===== src/rtl/clk_divider.sv =====
// rtl/clk_divider.sv - programmable integer clock divider, 50% duty, period 2*N clk_in cycles
module clk_divider #(
    parameter int COUNTER_WIDTH = 8
) (
    input  logic                     clk_in,
    input  logic                     rst,
    input  logic [COUNTER_WIDTH-1:0] div_half_N,
    output logic                     clk_out
);

    localparam logic [COUNTER_WIDTH-1:0] ONE = {{(COUNTER_WIDTH-1){1'b0}}, 1'b1};

    logic [COUNTER_WIDTH-1:0] cnt;
    logic [COUNTER_WIDTH-1:0] cnt_nxt;
    logic                     clk_out_nxt;

    // A >= compare lets a run-time shrink of N end the current phase at once instead of wrapping.
    always_comb begin
        cnt_nxt     = cnt;
        clk_out_nxt = clk_out;
        if (div_half_N == '0) begin
            cnt_nxt     = '0;
            clk_out_nxt = 1'b0;
        end else if (cnt >= (div_half_N - ONE)) begin
            cnt_nxt     = '0;
            clk_out_nxt = ~clk_out;
        end else begin
            cnt_nxt     = cnt + ONE;
        end
    end

    always_ff @(posedge clk_in or posedge rst) begin
        if (rst) begin
            cnt     <= '0;
            clk_out <= 1'b0;
        end else begin
            cnt     <= cnt_nxt;
            clk_out <= clk_out_nxt;
        end
    end

endmodule


===== config.mk =====
export PLATFORM = sky130hd
export DESIGN_NAME = clk_divider
export DESIGN_NICKNAME = d
export VERILOG_FILES = /design/src/rtl/clk_divider.sv
export SDC_FILE = /design/constraint.sdc
export NUM_CORES = 1
export LEC_CHECK = 0
export BUFFER_PORTS_ARGS = -buffer_cell sky130_fd_sc_hd__buf_2
export CAP_MARGIN = 25
export CORE_UTILIZATION = 45
export CTS_CLUSTER_DIAMETER = 50
export DETAILED_ROUTE_END_ITERATION = 8
export MAX_ROUTING_LAYER = met4
export PLACE_DENSITY = 0.65
export SYNTH_ARGS = -nofsm -noshare
export SYNTH_HDL_FRONTEND = slang
export SYNTH_SLANG_ARGS = --single-unit

===== constraint.sdc =====
create_clock -name clk_in -period 2.6 [get_ports clk_in]
set_clock_uncertainty 0.2 [all_clocks]
set_input_delay 0.52 -clock clk_in [delete_from_list [all_inputs] [get_ports clk_in]]
set_output_delay 0.52 -clock clk_in [all_outputs]
set_load 0.01 [all_outputs]

==> results of run 1 <==
path summary, 6_finish.rpt:
kind | endpoint
max | cnt[5]
min | cnt[7]
max reg2reg | cnt[5]
min reg2reg | clk_out
max in group asynchronous | cnt[3]
min in group clk_in | clk_out
final cells by class:
cell class	instances	area [sq um]	area share (%)
clock buffers	4	26.3	3.12
inverters	6	22.5	2.67
multi-input cells	62	498	59.1
flip-flops and latches	9	225	26.7
well taps	16	20.0	2.38
repair buffers	10	50.0	5.94
metrics by stage:
stage	cell area (sq um)	utilization (%)	total power [mW]	std cells	hold WS [ns]
floorplan	746	-	0.522	77	0.148
global placement	816	53.5	0.602	103	0.285
detailed placement	816	53.5	0.602	103	0.293
CTS	842	55.3	0.713	107	0.0122
global route	842	55.3	0.774	107	0.0410
finish	842	55.3	0.701	107	0.0115
sequential cells by signal (all words and copies together) (netlist names):
register and flops:
cnt 8, clk_out 1
cells by family (layout without fill, tap and decap cells):
logic type / after synthesis / count (layout)
simple gates: 30 / 30
flops: 9 / 9
mux: 1 / 1
buf+inv: 6 / 20
compound gates: 8 / 8
xor+xnor: 12 / 12
fa+ha+maj: 11 / 11
per-layer routing:
metal  up-vias  part of all wire [%]
met5         -                     0
met3         0                   2.4
met1       253                    52
met4         0                     0
met2         5                    45
li1        295                     -
cell usage after synthesis, types with 2 or more instances:
master	instances
nor2_1	9
inv_1	6
nor3_1	2
xor2_1	8
xnor2_1	4
and3_1	2
nand2_1	7
nand3_1	5
ha_1	11
dfrtp_1	9
a21oi_1	2
critical path, delay by kind of cell:
family | cells | cell delay, ns
XOR/XNOR | 1 | 0.17
AND/OR/NAND/NOR | 4 | 0.63
buffers and inverters | 1 | 0.12
adder cells (fa/ha/maj) | 1 | 0.29
AO/OA/AOI/OAI | 2 | 0.55
report_power, final:
| part | internal (mW) | switching, mW |
|---|---|---|
| logic | 0.160 | 0.167 |
| registers | 0.200 | 0.0705 |
| clock network | 0.0588 | 0.0444 |
==> impl_metrics.env, run 1 <==
export IMPL_synth_edf_count=0
export IMPL_synthFlopType="dfrtp_1"
export IMPL_diodes=0
export IMPL_final_max_slew_violation_count=0
export IMPL_drive_gt1_share_pct=19.8
export IMPL_synth_compound_area_share_pct=11.9
export IMPL_finalWorstSetupSlack_ns=0.251
export IMPL_critPathMaxStageDelay_ns=0.36
export IMPL_fillers=137
export IMPL_h_tree_depth=1
export IMPL_area_growth_syn_to_layout_pct=12.9
export IMPL_crit_type="input port to flop"
export IMPL_grt_pass1_vias=557
export IMPL_path_cells="buf_2 -> nor4_2 -> nand2_1 -> xor2_1 -> ha_1 -> nand2_1 -> a211o_1 -> o211ai_4 -> nor2_1"
export IMPL_grt_overflow_total=0
export IMPL_antenna_found_initial=0
export IMPL_synth_fp_nets=98
export IMPL_avgSynthCellArea_sq_um=9.68
export IMPL_min_path_type="input port to asynchronous set/reset pin"
export IMPL_synth_simple_area_share_pct=21.0
export IMPL_ys_top_cells_by_area="dfrtp_1 30%, ha_1 18%, xor2_1 9.4%"
export IMPL_grt_use_total_pct=17.0
export IMPL_cpMostUsedCell="nand2_1"
export IMPL_ir_worst_vdd_v=0.000420
export IMPL_synth_top_family_by_area="simple AND/OR/NAND/NOR gates"
export IMPL_crit_fanout=8
export IMPL_vias_per_cell=5.17
export IMPL_yosysSeqAreaShare_pct=30.2
export IMPL_hpwl_um=1070
export IMPL_fin_crit_ns=2.35
export IMPL_dieWidth_um=42.7
export IMPL_startpoint_type="input port"
export IMPL_cap_violations=0
export IMPL_clk_pin_slew_worst_paths_ns=0.06
export IMPL_slowest_stage="nor4_2"
export IMPL_ff2ff_path_depth=6
export IMPL_fp_row_count=14
export IMPL_start_util_pct=48.9
export IMPL_pin_count=11
export IMPL_fin_crit_sh_pct=90.3
export IMPL_grtUsageMet1_pct=24.9
export IMPL_post_place_ws_ns=-0.00616
export IMPL_synth_distinct_cells=23
export IMPL_clk_path_buf_depth=2
export IMPL_ys_warn_count=0
export IMPL_dr_pass1_iters=4
export IMPL_route_antenna_remaining_nets=0
export IMPL_vias=553
export IMPL_slew_headroom_pct=73.1
export IMPL_routed_wl_um=1260
export IMPL_p_per_area_nw_per_um2=832
export IMPL_critPathCaptureType="flop"
export IMPL_grt_max_degree=10
export IMPL_cts_num_sinks=9
export IMPL_use_met2_pct=23.9
export IMPL_grt_pass1_wl_um=2310
export IMPL_grtUsageMet3_pct=1.28
export IMPL_worstPathArrival_ns=2.28
export IMPL_rsz0062_at_grt="false"
export IMPL_hold_buffers=0
export IMPL_yosys_area_share_adder_pct=18.5
export IMPL_synthArstFlopShare_pct=100
export IMPL_final_cell_mix="11 x ha_1, 10 x buf_2, 9 x nor2_1, 9 x dfrtp_1, 8 x xor2_1"
export IMPL_final_common_cell="ha_1"
export IMPL_finalHoldViolations=0
export IMPL_synth_top_area_share_pct=30.2
export IMPL_cts_setup_buffers=0
export IMPL_fmax_mhz=426
export IMPL_ys_ff_latch=9
export IMPL_nNetsFinal=113
export IMPL_p_leak_nw=0.402
export IMPL_clock_latency_ns=0.25
export IMPL_timing_setup_tns_ns=0
export IMPL_rr_startpoint="cnt[0]"
export IMPL_startpoint="div_half_N[5]"
export IMPL_crit_required_ns=2.53
export IMPL_outcome="finished, final reports clean"
export IMPL_place_gp_congestion=0.772
export IMPL_worstMarginPinSlew_ns=0.404
export IMPL_synth_area_sq_um=746
export IMPL_gr_max_usage_layer="met1"
export IMPL_drc_errors=0
export IMPL_initialDrtViolationCount=11
export IMPL_finalSetupViolCount=0
export IMPL_ctsResizeCount=0
export IMPL_cts_root_buf="clkbuf_4"
export IMPL_syn_inst=77
export IMPL_synthMuxAreaShare_pct=1.34
export IMPL_die_h_um=42.7
export IMPL_cts_buffers=3
export IMPL_synth_xor_area_share_pct=14.1
export IMPL_dieArea_sq_um=1820
export IMPL_synth_largest_area_cell="dfrtp_1"
export IMPL_cts_tree="done"
export IMPL_coreArea_sq_um=1520
export IMPL_routedWlPerCell_um=11.8
export IMPL_port_buffers=10
export IMPL_ff2ff_setup_slack_ns=0.65
Power figures use the tool's default switching activity.
==> run 2: changes to the inputs <==
CORE_ASPECT_RATIO = 0.8   (was not set)
==> impl_metrics.env, run 2 (synthesis gave the netlist of run 1 again) <==
export IMPL_outcome="finished, final reports clean"
export IMPL_crit_required_ns=2.52
export IMPL_finalSetupViolCount=0
export IMPL_die_h_um=38.4
export IMPL_ff2ff_path_depth=6
export IMPL_reg2reg_to="cnt[7]"
export IMPL_dr_pass1_iters=4
export IMPL_startpoint_type="input port"
export IMPL_fin_crit_ns=2.39
export IMPL_grt_max_degree=10
export IMPL_nNetsFinal=113
export IMPL_final_max_slew_violation_count=0
export IMPL_slew_headroom_pct=72.5
export IMPL_worstMarginPinSlew_ns=0.413
export IMPL_clk_path_buf_depth=2
export IMPL_largest_reg_flops=8
export IMPL_clk_pin_slew_worst_paths_ns=0.06
export IMPL_clock_latency_ns=0.25
export IMPL_dieArea_sq_um=1820
export IMPL_fmax_mhz=419
export IMPL_total_power_mw=0.708
export IMPL_pin_count=11
export IMPL_cts_root_buf="clkbuf_4"
export IMPL_diodes=0
export IMPL_vias_per_cell=5.08
export IMPL_post_place_ws_ns=-0.0368
export IMPL_port_buffers=10
export IMPL_final_common_cell="ha_1"
export IMPL_cts_num_sinks=9
export IMPL_antenna_found_initial=0
export IMPL_fin_crit_sh_pct=91.8
export IMPL_cts_buffers=3
export IMPL_timing_setup_tns_ns=0
export IMPL_place_gp_congestion=0.804
export IMPL_min_path_type="input port to asynchronous set/reset pin"
export IMPL_vias=569
export IMPL_ir_worst_vdd_v=0.000654
export IMPL_routedWlPerCell_um=12.2
export IMPL_cap_violations=0
export IMPL_start_util_pct=50.7
export IMPL_critical_path_endpoint="cnt[7]"
export IMPL_route_antenna_remaining_nets=0
export IMPL_dieWidth_um=47.5
export IMPL_fillers=140
export IMPL_ctsResizeCount=0
export IMPL_top_register="cnt"
export IMPL_p_per_area_nw_per_um2=834
export IMPL_area_growth_syn_to_layout_pct=13.8
export IMPL_hpwl_um=1150
export IMPL_grt_overflow_total=0
export IMPL_drive_gt1_share_pct=19.8
export IMPL_final_cell_mix="11 x ha_1, 10 x buf_2, 9 x nor2_1, 9 x dfrtp_1, 8 x xor2_1"
export IMPL_finalWorstSetupSlack_ns=0.212
export IMPL_ff2ff_setup_slack_ns=0.62
export IMPL_grt_pass1_wl_um=2240
export IMPL_crit_fanout=8
export IMPL_cts_tree="done"
export IMPL_coreArea_sq_um=1470
export IMPL_worstPathArrival_ns=2.31
export IMPL_crit_type="input port to flop"
export IMPL_critPathCaptureType="flop"
export IMPL_h_tree_depth=1
export IMPL_drc_errors=0
export IMPL_finalHoldViolations=0
export IMPL_hold_buffers=0
export IMPL_rsz0062_at_grt="false"
export IMPL_startpoint="div_half_N[5]"
export IMPL_p_leak_nw=0.402
export IMPL_place_inst=108
export IMPL_initialDrtViolationCount=10
export IMPL_rr_startpoint="cnt[0]"
export IMPL_fp_row_count=12
export IMPL_finalNonFillerCells=112
export IMPL_grt_pass1_vias=499
export IMPL_cts_setup_buffers=0
export IMPL_routed_wl_um=1360
export IMPL_largest_registers="cnt (8), clk_out (1)"
export IMPL_grt_use_total_pct=18.8
-- run 2: cell counts in the layout (fill, tap and decap cells not counted) --
No cell type changed its count.
-- run 2: per-stage QoR --
step / util (%) / area (sq um) / hold WS [ns]
floorplan: - / 746 / 0.148
global placement: 55.9 / 822 / 0.282
detailed placement: 55.9 / 822 / 0.281
CTS: 57.7 / 848 / 0.00732
global route: 57.7 / 848 / 0.0454
finish: 57.7 / 848 / 0.00608
-- run 2: area by class of cell --
type | count | area [sq um] | share of cell area (%)
sequential | 9 | 225 | 26.5
inverter | 6 | 22.5 | 2.65
tap | 21 | 26.3 | 3.10
multi-input combinational | 62 | 498 | 58.7
timing repair buffer | 10 | 50.0 | 5.90
clock buffer | 4 | 26.3 | 3.10
-- run 2: worst min-delay path by stage --
stage | startpoint | end | slack [ns] | cells past startpoint
after global placement | rst | cnt[6] | 0.28 | 2
after CTS | rst | cnt[2] | 0.007 | 2
after floorplan | rst | clk_out | 0.15 | 1
after detailed placement | rst | cnt[6] | 0.28 | 2
final | rst | cnt[1] | 0.006 | 2
after global routing | rst | cnt[0] | 0.05 | 2
-- run 2: critical path, cell delays in order --
cell	delay, ns
buf_2	0.11
nor4_2	0.38
nand2_1	0.11
xor2_1	0.17
ha_1	0.30
nand2_1	0.08
a211o_1	0.28
o211ai_4	0.27
nor2_1	0.09
-- run 2: power breakdown --
part | switching [mW] | internal [mW] | total (mW)
clock network | 0.0415 | 0.0587 | 0.100
registers | 0.0748 | 0.200 | 0.275
logic | 0.172 | 0.160 | 0.332
total | 0.289 | 0.419 | 0.708
-- run 2: per-layer routing --
layer | GRT usage [%] | vias to the layer above | share of wire (%)
li1 | - | 290 | -
met1 | 29.0 | 262 | 56
met2 | 23.3 | 17 | 40
met3 | 7.08 | 0 | 4.5
met4 | 2.14 | 0 | 0
met5 | - | - | 0
